<file path="config.mk">
export PLATFORM = sky130hd
export DESIGN_NAME = uart_transmitter
export DESIGN_NICKNAME = d
export VERILOG_FILES = /design/src/rtl/uart_transmitter.sv
export SDC_FILE = /design/constraint.sdc
export NUM_CORES = 1
export LEC_CHECK = 0
export BUFFER_PORTS_ARGS = -buffer_cell sky130_fd_sc_hd__buf_2
export CORE_ASPECT_RATIO = 1.25
export CORE_MARGIN = 1
export CORE_UTILIZATION = 40
export DETAILED_ROUTE_END_ITERATION = 6
export PLACE_DENSITY = 0.65
export SYNTH_ARGS = -nofsm -noshare
export SYNTH_HDL_FRONTEND = slang
export SYNTH_SLANG_ARGS = --single-unit
export TNS_END_PERCENT = 50
</file>
<file path="constraint.sdc">
create_clock -name clk -period 5.25 [get_ports clk]
set_clock_uncertainty 0.05 [all_clocks]
set_input_delay 0.2625 -clock clk [delete_from_list [all_inputs] [get_ports clk]]
set_output_delay 0.2625 -clock clk [all_outputs]
set_load 0.005 [all_outputs]
</file>
<file path="src/rtl/uart_transmitter.sv">
// UART transmitter: start bit, 7/8 data bits LSB first, optional parity,
// configurable stop period, all paced by a shared 16x oversampling tick.
module uart_transmitter #(
  parameter int DBITS      = 8,
  parameter int SB_TICKS   = 16,
  parameter int PARITY_EN  = 0,
  parameter int PARITY_ODD = 0
) (
  input  logic       clk,
  input  logic       reset,
  input  logic       s_ticks,
  input  logic       tx_start,
  input  logic [7:0] din,
  output logic       tx,
  output logic       tx_ready,
  output logic       tx_done_tick
);

  typedef enum logic [2:0] {
    IDLE,
    START,
    DATA,
    PARITY,
    STOP
  } state_e;

  localparam logic [4:0] S_BIT  = 5'd15;
  localparam logic [4:0] S_STOP = 5'(SB_TICKS - 1);
  localparam logic [2:0] N_LAST = 3'(DBITS - 1);

  state_e     state_q;
  logic [4:0] s_q;
  logic [2:0] n_q;
  logic [7:0] b_q;
  logic       par_q;
  logic       tx_q;
  logic       rdy_q;
  logic       done_q;
  logic       par_d;

  assign par_d = (^din[DBITS-1:0]) ^ 1'(PARITY_ODD);

  assign tx           = tx_q;
  assign tx_ready     = rdy_q;
  assign tx_done_tick = done_q;

  always_ff @(posedge clk) begin
    if (reset) begin
      state_q <= IDLE;
      s_q     <= '0;
      n_q     <= '0;
      b_q     <= '0;
      par_q   <= 1'b0;
      tx_q    <= 1'b1;
      rdy_q   <= 1'b1;
      done_q  <= 1'b0;
    end else begin
      done_q <= 1'b0;
      unique case (state_q)
        IDLE: begin
          tx_q <= 1'b1;
          if (tx_start) begin
            b_q     <= din;
            par_q   <= par_d;
            s_q     <= '0;
            tx_q    <= 1'b0;
            rdy_q   <= 1'b0;
            state_q <= START;
          end else begin
            rdy_q <= 1'b1;
          end
        end
        START: begin
          if (s_ticks) begin
            if (s_q == S_BIT) begin
              s_q     <= '0;
              n_q     <= '0;
              tx_q    <= b_q[0];
              state_q <= DATA;
            end else begin
              s_q <= s_q + 5'd1;
            end
          end
        end
        DATA: begin
          if (s_ticks) begin
            if (s_q == S_BIT) begin
              s_q <= '0;
              b_q <= b_q >> 1;
              // b_q[1] is the next bit once the shift lands
              if (n_q == N_LAST) begin
                if (PARITY_EN != 0) begin
                  tx_q    <= par_q;
                  state_q <= PARITY;
                end else begin
                  tx_q    <= 1'b1;
                  state_q <= STOP;
                end
              end else begin
                n_q  <= n_q + 3'd1;
                tx_q <= b_q[1];
              end
            end else begin
              s_q <= s_q + 5'd1;
            end
          end
        end
        PARITY: begin
          if (s_ticks) begin
            if (s_q == S_BIT) begin
              s_q     <= '0;
              tx_q    <= 1'b1;
              state_q <= STOP;
            end else begin
              s_q <= s_q + 5'd1;
            end
          end
        end
        STOP: begin
          if (s_ticks) begin
            if (s_q == S_STOP) begin
              // ready rises one cycle later so it never overlaps done
              s_q     <= '0;
              done_q  <= 1'b1;
              state_q <= IDLE;
            end else begin
              s_q <= s_q + 5'd1;
            end
          end
        end
        default: begin
          state_q <= IDLE;
          tx_q    <= 1'b1;
        end
      endcase
    end
  end

endmodule

</file>
=== After elaboration in Yosys (flattened, before gate mapping) ===
Cells that the tools add are included.

* $add $sub $neg: 2
* Equality and inequality tests: 18
* Multiplexer cells: 33
* Bitwise gates (word level): 2
* Reductions and logical operators: 11

{| class="wikitable"
|+ Operators with widths
! operator !! number
|-
| $mux 3 || 13
|-
| $mux 8 || 3
|-
| $ne 2x2->1 const B || 11
|-
| $pmux 8 s2 || 1
|-
| $mux 5 || 3
|-
| $pmux 3 s5 || 1
|-
| $pmux 5 s2 || 1
|-
| $reduce_and 10->1 || 1
|-
| $mux 1 || 9
|-
| $reduce_and 7->1 || 1
|-
| $eq 3x2->1 const B || 2
|-
| $eq 3x3->1 const B || 2
|-
| $pmux 3 s2 || 1
|-
| $reduce_and 6->1 || 1
|-
| $reduce_bool 2->1 || 3
|-
| $add 5x1->5 const B || 1
|-
| $eq 5x4->1 const B || 1
|-
| $pmux 1 s5 || 1
|-
| $reduce_and 4->1 || 1
|-
| $reduce_or 4->1 || 1
|-
| $add 3x1->3 const B || 1
|-
| $eq 3x1->1 const B || 1
|-
| $logic_not 3->1 || 1
|-
| $reduce_and 3->1 || 1
|-
| 3 further kinds || 4
|}

* Flip-flop bits (word level): 22
* Input port bits: 12
* Output and inout bits: 3
* Logic and storage cells: 73

=== Longest topological paths before layout ===
Gate-level depths: netlist of the first run.

* Word-level depth: 5
* Mapped depth: 7
* Depth with buffers taken out: 6

=== Worst setup path after synthesis of the first run ===
Ideal clock, no wire load.

* Path kind: reg2reg
* From: register s_q[0]
* To: register b_q[0]
* Library setup time: 0.086 ns
* Arrival: 1.592 ns
* Data required time: 5.114 ns
* Setup slack: 3.522 ns
* Stages on the path, launching flop included: 8
* Path buffers: 2
* Period minus slack after synthesis: 1.728 ns
* Path through: dfxtp_1 ha_1 and4b_1 buf_6 a31o_2 and2_1 buf_6 a211oi_1

* Word-level cells in the longest chain between the ends: 3

{| class="wikitable"
|+ Ends and longest elaborated chain
! what !! RTL line !! source
|-
| start, declared || 32 || <nowiki>logic [4:0] s_q;</nowiki>
|-
| start signal, assigned || 81 || <nowiki>s_q <= s_q + 5'd1;</nowiki>
|-
| start signal, assigned || 104 || <nowiki>s_q <= s_q + 5'd1;</nowiki>
|-
| start signal, assigned || 115 || <nowiki>s_q <= s_q + 5'd1;</nowiki>
|-
| $eq 5x4->1 || 87 || <nowiki>if (s_q == S_BIT) begin</nowiki>
|-
| $ne 2x2->1 (no source line) || - ||
|-
| $reduce_and 4->1 (no source line) || - ||
|-
| end signal, assigned || 63 || <nowiki>b_q <= din;</nowiki>
|-
| end signal, assigned || 89 || <nowiki>b_q <= b_q >> 1;</nowiki>
|-
| end, declared || 34 || <nowiki>logic [7:0] b_q;</nowiki>
|}

Every way passes these cells.
A chain may end at the register's enable or synchronous reset.

=== Worst setup path in the final report of the first run ===
* From: register state_q[1]
* To: register b_q[0]

* Word-level cells in the longest chain between the ends: 3
* Elaborated cells on any way between the ends: 8
* Classes of those cells: 4 x eq/ne; 1 x mux; 3 x reduce/logical

{| class="wikitable"
|+ Ends and longest elaborated chain
! what !! RTL line !! source
|-
| start, declared || 31 || <nowiki>state_e state_q;</nowiki>
|-
| start signal, assigned || 49 || <nowiki>state_q <= IDLE;</nowiki>
|-
| start signal, assigned || 68 || <nowiki>state_q <= START;</nowiki>
|-
| start signal, assigned || 79 || <nowiki>state_q <= DATA;</nowiki>
|-
| $eq 3x2->1 or $logic_not 3->1 (tied branches) || 59 || <nowiki>unique case (state_q)</nowiki>
|-
| $ne 2x2->1 (no source line) or $reduce_bool 2->1 (tied branches) || - ||
|-
| $reduce_and 4->1 (no source line) || - ||
|}

Parallel ways exist; a longest one is shown, timed or not.

==> summary.txt, run 1 <==
Status - completed
Worst setup path end - b_q[0]$_SDFFE_PP0P_
Layout cells sized above 1 - 16.06%
CP cell instances - nor2b_1 > a31o_2 > and2_1 > a211oi_1
CTS root buf - clkbuf_4
CP Max Fanout - 23
GR Overflow Total - 0
Post-Syn Area - 1172 sq um
Post-synth top area share - 37.57%
ANT nets after route - 0
Residual DRC count - 0
Setup crit end kind - flop
DR vias/cell - 5.860
Initial core utilization - 42.90%
Power Dens Cells - 247.4 nW/um^2
Antenna violations before repair - 0
CP startpoint kind - flop
R2r worst-path depth - 4
Ports - 15
Final Power - 0.0003117 W
Netlist cell types - 38
Antenna cells - 0
Reg area - 440.4 sq um
DIE AREA - 3153 sq um
Seq/Total Area, Yosys - 37.57%
Synth Area per Inst - 9.088 sq um
FF-to-FF End - b_q[0]$_SDFFE_PP0P_
Hold slack final - 0.1680 ns
Skew-Pair Late Insertion Delay - 0.31 ns
Buffers on Ports - 14
Critical path class - reg -> reg
Ys async rst share - 0%
DR iter-0 viols - 16
Clk buf depth - 2
Worst path max stage delay - 0.91 ns
Num Clock Sinks - 22
R2R setup slack - 3.18 ns
GRT Util Overall - 17.03%
Hold Path Class - in -> reg
Synth Net Count - 144
Post-CTS Setup Inserts - 0
Stages on the worst setup path - 4
Largest family of logic cells by synthesized area - simple AND/OR/NAND/NOR gates
Area share of fa/ha/maj cells after synthesis - 3.202%
Ys Warns - 0
Multi-input gate area - 666.9 sq um
DIE WIDTH - 50.42 um
Core Rows - 21
Worst path slowest cell - dfxtp_1
Fin. Hold Viols - 0
Gpl congestion - 0.7511
Peak supply drop - 0.1860 mV
Post-synth EDFFs - 0
CP startpoint - state_q[1]$_SDFFE_PP0P_
RSZ-0062 raised after global routing - no
Final Max Slew Viols - 0
Synth Flop Type - dfxtp_1
Avg WL per Cell - 14.04 um
Slew HR - 41.51%
Arrival time worst endpoint - 2.24 ns
Top Family by Delay on Critical Path - flip-flops
Tmin final - 2.068 ns
Die H - 62.53 um
First drt pass iteration count - 2
DP Wirelength - 1701 um
Critical path required time - 5.43 ns
P_leak - 0.4961 nW
Worst reg2reg startpoint - state_q[1]$_SDFFE_PP0P_
Top cells by area, synth - dfxtp_1 38%, mux2i_1 9.4%, a211oi_1 5.8%
Fmax - 483.6 MHz
Post-synthesis compound-gate area fraction - 20.28%
H-tree lvl count - 1
Via Count - 1002
Worst Path Buf+Inv - 0
Vias in the first global route - 967
Seq cells post-synth - 22
Max-cap violations - 0
CTS buffer count - 3
TritonCTS clock tree - built
Part of the cycle the worst path needs - 39.39%
Post_cts resized - 0
Nets - 153
Slew at the pin with the worst max-slew slack - 0.8761 ns
Synth Instances - 129
Post-synthesis xor/xnor area fraction - 0%
Largest net degree at the start of global routing - 24
Simple-Gate Fraction of Synth Area - 23.05%
# hold bufs at CTS - 0
Clk pin slew, worst setup/hold paths - 0.12 ns
Setup-failing EPs final - 0
P&R area growth vs syn - 7.471%
Setup TNS - 0 ns
Filler cell count - 284
Routed wire length - 2400 um
First-pass GRT wire length - 4174 um
Post-synthesis mux area share - 10.35%
Core Area - 2733 sq um
Cell taking the most area after synthesis - dfxtp_1
area by class of cell:
| cell class | instances | area share [%] |
|---|---|---|
| timing repair buffer | 14 | 5.561 |
| tap | 34 | 3.376 |
| sequential | 22 | 34.96 |
| multi-input combinational | 96 | 52.93 |
| inverter | 1 | 0.2979 |
| clock buffer | 4 | 2.880 |
layout by cell type, fill, tap and decap left out, drive strengths merged, types with 2 or more instances in the layout:
cell type and instances:
nand2b 2, nand4 2, nand3 3, a21oi 9, o21ai 5, dfxtp 22, a31oi 3, mux2i 11
nor4b 3, buf 14, nor2 5, and2 2, clkbuf 4, a211oi 9, nor2b 5, nor3b 3
nand2 10, nor3 5, ha 3, or3 2
cells by family after synthesis:
| group | after synthesis |
|---|---|
| simple gates | 46 |
| compound gates | 35 |
| flops | 22 |
| mux | 12 |
| buf+inv | 11 |
| fa+ha+maj | 3 |
synth_stat cells, drive strengths merged (3+ instances only):
master	count
a211oi	9
a21oi	9
a31oi	3
buf	7
clkbuf	3
dfxtp	22
ha	3
mux2i	11
nand2	10
nand3	3
nor2	5
nor2b	5
nor3	5
nor3b	3
nor4b	3
o21ai	5
where the power goes:
part / internal [W] / switching [W] / leakage, nW / total, W
sequential: 0.000175 / 0.00000640 / 0.180 / 0.000181
clock: 0.0000424 / 0.0000510 / 0.0210 / 0.0000934
combinational: 0.0000165 / 0.0000210 / 0.295 / 0.0000374
routing by layer:
metal	GRT usage (%)	up-vias	wire, um
li1	-	501	-
met1	17.98	474	1035
met2	30.67	21	1238
met3	3.406	6	74
met4	9.028	0	51
met5	0	-	0
stage by stage:
step	cells	area [sq um]	util, %	setup slack [ns]
2_1_floorplan	129	1172	-	3.522
3_3_place_gp	167	1224	44.78	3.291
3_5_place_dp	167	1224	44.78	3.225
4_1_cts	171	1260	46.11	3.189
5_1_grt	171	1260	46.11	3.046
6_report	171	1260	46.11	3.182
worst register-to-register path, delay by kind of cell (launching register included):
kind               cells  cell delay [ns]
AOI/OAI and AO/OA      2             0.57
DFF                    1             0.91
and+or+nand+nor        2             0.45
how the worst min path moves through the flow:
stage                             start             endpoint  cells after the start
floorplan                        din[7]  b_q[7]$_SDFFE_PP0P_                      2
global placement    n_q[1]$_SDFFE_PP0P_  n_q[1]$_SDFFE_PP0P_                      2
detailed placement  b_q[7]$_SDFFE_PP0P_  b_q[7]$_SDFFE_PP0P_                      2
CTS                              din[7]  b_q[7]$_SDFFE_PP0P_                      3
global route                     din[7]  b_q[7]$_SDFFE_PP0P_                      3
finish                           din[7]  b_q[7]$_SDFFE_PP0P_                      3
flip-flops by register name, indices dropped and copies added, names as in the netlist:
signal	flops
b_q	8
n_q	3
s_q	5
state_q	3
tx	1
tx_done_tick	1
tx_ready	1
No activity file was read; power rests on OpenSTA's default activity.
==> run 2: changes to the inputs <==
ABC_AREA = 1   (was unset)
clock period = 1.95 ns   (was 5.25 ns; I/O delays follow)
==> run 2 against run 1 <==
Effect of this change:
- cell area up 7.5%
- global-route usage down 0.29 points
- die area up 3.3%
- combinational power grew to 29 times the previous value
- maximum frequency up 30%
- register-to-register slack worse by 2.8 ns
- worst hold slack worse by 0.16 ns
- cell count increased by 36%
- core utilization grew 2.5 points
- worst setup slack got worse by 2.8 ns
- largest power group is now combinational cells
==> summary.txt, run 2 <==
Seq/Total Area, Yosys - 36.33% (-1.2 points)
Most instantiated cells after synthesis - 53 x nand2_1, 33 x nor2_1, 22 x dfxtp_1
Slew HR - 66.26% (+25 points)
Ys async rst share - 0% (unchanged)
Met3 Wirelength - 60 um (-19%)
Top Registers - b_q (8), s_q (5)
DR vias/cell - 4.876 (-17%)
Setup crit end kind - flop
Nets - 216 (+41%)
Ports - 15 (unchanged)
DP Wirelength - 1845 um (+8.5%)
Worst reg2reg startpoint - s_q[0]$_SDFFE_PP0P_
Synth Area per Inst - 6.662 sq um (-27%)
Power Dens Cells - 1450 nW/um^2 (+490%)
Critical path required time - 2.14 ns (-3.29 ns)
Top reg by flops - b_q
ANT nets after route - 0 (unchanged)
Met2 WL post-DR - 1201 um (-3.0%)
Top cells by area, synth - dfxtp_1 36%, nand2_1 16%, nor2_1 10%
Filler cell count - 307 (+8.1%)
Gpl congestion - 0.9117 (+21%)
Arrival time worst endpoint - 1.78 ns (-0.46 ns)
Via Count - 1136 (+13%)
Synth Net Count - 197 (+37%)
# hold bufs at CTS - 1 (+1)
Skew-Pair Late Insertion Delay - 0.30 ns (about the same)
First-pass GRT wire length - 4243 um (+1.7%)
Clk buf depth - 2 (unchanged)
H-tree lvl count - 1 (unchanged)
Multi-input gate area - 693.2 sq um (+3.9%)
Vias in the first global route - 1039 (+7.4%)
Dpl cells - 229 (+37%)
DIE WIDTH - 51.24 um (+1.6%)
Residual DRC count - 0 (unchanged)
Fmax - 629.1 MHz (+30%)
Die H - 63.56 um (+1.6%)
Seq cells post-synth - 22 (unchanged)
Hold Path Origin - din[7]
Post-synth top area share - 36.33% (-1.2 points)
Highest routed layer - met4
Post-CTS Setup Inserts - 0 (unchanged)
Status - completed
Cell taking the most area after synthesis - dfxtp_1
Post_cts resized - 0 (unchanged)
Ys Warns - 0 (unchanged)
P&R area growth vs syn - 11.76%
P_leak - 0.6609 nW (+33%)
Slew at the pin with the worst max-slew slack - 0.5056 ns (-0.3705 ns)
Largest net degree at the start of global routing - 18 (-25%)
Synth Flop Type - dfxtp_1
Initial core utilization - 43.53% (+0.63 points)
Avg WL per Cell - 10.45 um (-26%)
CTS root buf - clkbuf_4
Tmin final - 1.589 ns (-0.4785 ns)
Buffers on Ports - 14 (unchanged)
Synth Instances - 182 (+41%)
TritonCTS clock tree - built
CP startpoint - s_q[0]$_SDFFE_PP0P_
Max reg flops - 8 (unchanged)
Hold Path Class - in -> reg
Max-cap violations - 0 (unchanged)
Final core utilization - 48.65% (+2.5 points)
Num Clock Sinks - 22 (unchanged)
Routed wire length - 2436 um (+1.5%)
Core Rows - 21 (unchanged)
Setup-failing EPs final - 0 (unchanged)
Antenna cells - 0 (unchanged)
Netlist cell types - 24 (-37%)
Part of the cycle the worst path needs - 81.51% (+42 points)
GR Overflow Total - 0 (unchanged)
CTS buffer count - 3 (unchanged)
DIE AREA - 3257 sq um (+3.3%)
CP Max Fanout - 5 (-78%)
DR iter-0 viols - 14 (-2)
Most frequent cells in the layout - 53 x nand2_1, 33 x nor2_1, 22 x dfxtp_1
Clk pin slew, worst setup/hold paths - 0.12 ns (about the same)
Core Area - 2785 sq um (+1.9%)
Met1 wire length - 1151 um (+11%)
Post-synth EDFFs - 0 (unchanged)
Peak supply drop - 0.7347 mV (+300%)
Antenna violations before repair - 0 (unchanged)
Setup TNS - 0 ns (unchanged)
CP startpoint kind - flop
Layout cells sized above 1 - 20.60% (+4.5 points)
First drt pass iteration count - 4 (+2)
Post-route insts no fill - 233 (+36%)
Reg area - 440.4 sq um (unchanged)
Final Max Slew Viols - 0 (unchanged)
Post-Syn Area - 1212 sq um (+3.4%)
Most common cell after layout, fill and taps aside - nand2_1
RSZ-0062 raised after global routing - no
Critical path class - reg -> reg
GRT Util Overall - 16.74% (-0.29 points)
Fin. Hold Viols - 0 (unchanged)
Top-count cell post-synth - nand2_1
## run 2: changes by cell type after synthesis, sizes merged, moves of 5 or more
| cell | before | now |
|---|---|---|
| nand2 | 10 | 60 |
| nor2 | 5 | 38 |
| inv | 1 | 16 |
| mux2i | 11 | 0 |
| nand3 | 3 | 13 |
| a211oi | 9 | 0 |
| o21ai | 5 | 13 |
| buf | 7 | 2 |
| nor2b | 5 | 0 |
## run 2: worst paths after layout
path | slack [ns] | depth (start not counted) | end
worst max-delay path | 0.36 | 9 | state_q[0]$_SDFFE_PP0P_
worst min-delay path | 0.01 | 3 | b_q[7]$_SDFFE_PP0P_
worst max register to register | 0.36 | 9 | state_q[0]$_SDFFE_PP0P_
worst min register to register | 0.42 | 2 | tx_ready$_SDFFE_PP1N_
## run 2: kinds of logic (layout without fill, tap and decap cells)
logic type | Yosys count | count (layout) | share of synthesized area [%]
AOI/OAI and AO/OA | 22 | 22 | 10.84
xor gates and xnor gates | 1 | 1 | 0.7225
adders and majority gates | 3 | 3 | 3.096
buffers and inverters | 19 | 36 | 6.502
DFF | 22 | 22 | 36.33
and+or+nand+nor | 115 | 115 | 42.52
## run 2: worst max-delay path, stage by stage, from the launching register on
cell     delay, ns
dfxtp_1       0.40
ha_1          0.21
nand4_1       0.22
inv_1         0.17
nand2_1       0.12
nand2_2       0.10
nand2_2       0.07
nand2_1       0.06
nand2_1       0.04
nor2_1        0.09
## run 2: layout make-up
cell class,instances,share of cell area (%)
multi-input cells,141,51.15
clock buffers,3,1.662
repair buffers,16,6.464
well taps,34,3.139
flip-flops and latches,22,32.50
inverters,17,5.078
## run 2: power breakdown
group | internal [W] | total (W) | switching (W)
combinational | 0.000379 | 0.00109 | 0.000709
sequential | 0.000569 | 0.000673 | 0.000104
clock | 0.0000720 | 0.000203 | 0.000131
## run 2: stage by stage
stage,area [sq um],power [W],setup slack [ns],hold WS (ns)
2_1_floorplan,1212,0.001555,0.5928,0.1099
3_3_place_gp,1323,0.001758,0.4660,0.2994
3_5_place_dp,1323,0.001771,0.3946,0.3065
4_1_cts,1355,0.001980,0.3722,0.006232
5_1_grt,1355,0.002176,0.2002,0.01606
6_report,1355,0.001965,0.3605,0.01166
## run 2: metal layers
layer  GRT usage [%]  vias up
met5               0        -
met4           6.081        0
met3           2.174        2
met2           29.61       17
met1           20.09      509
li1                -      608
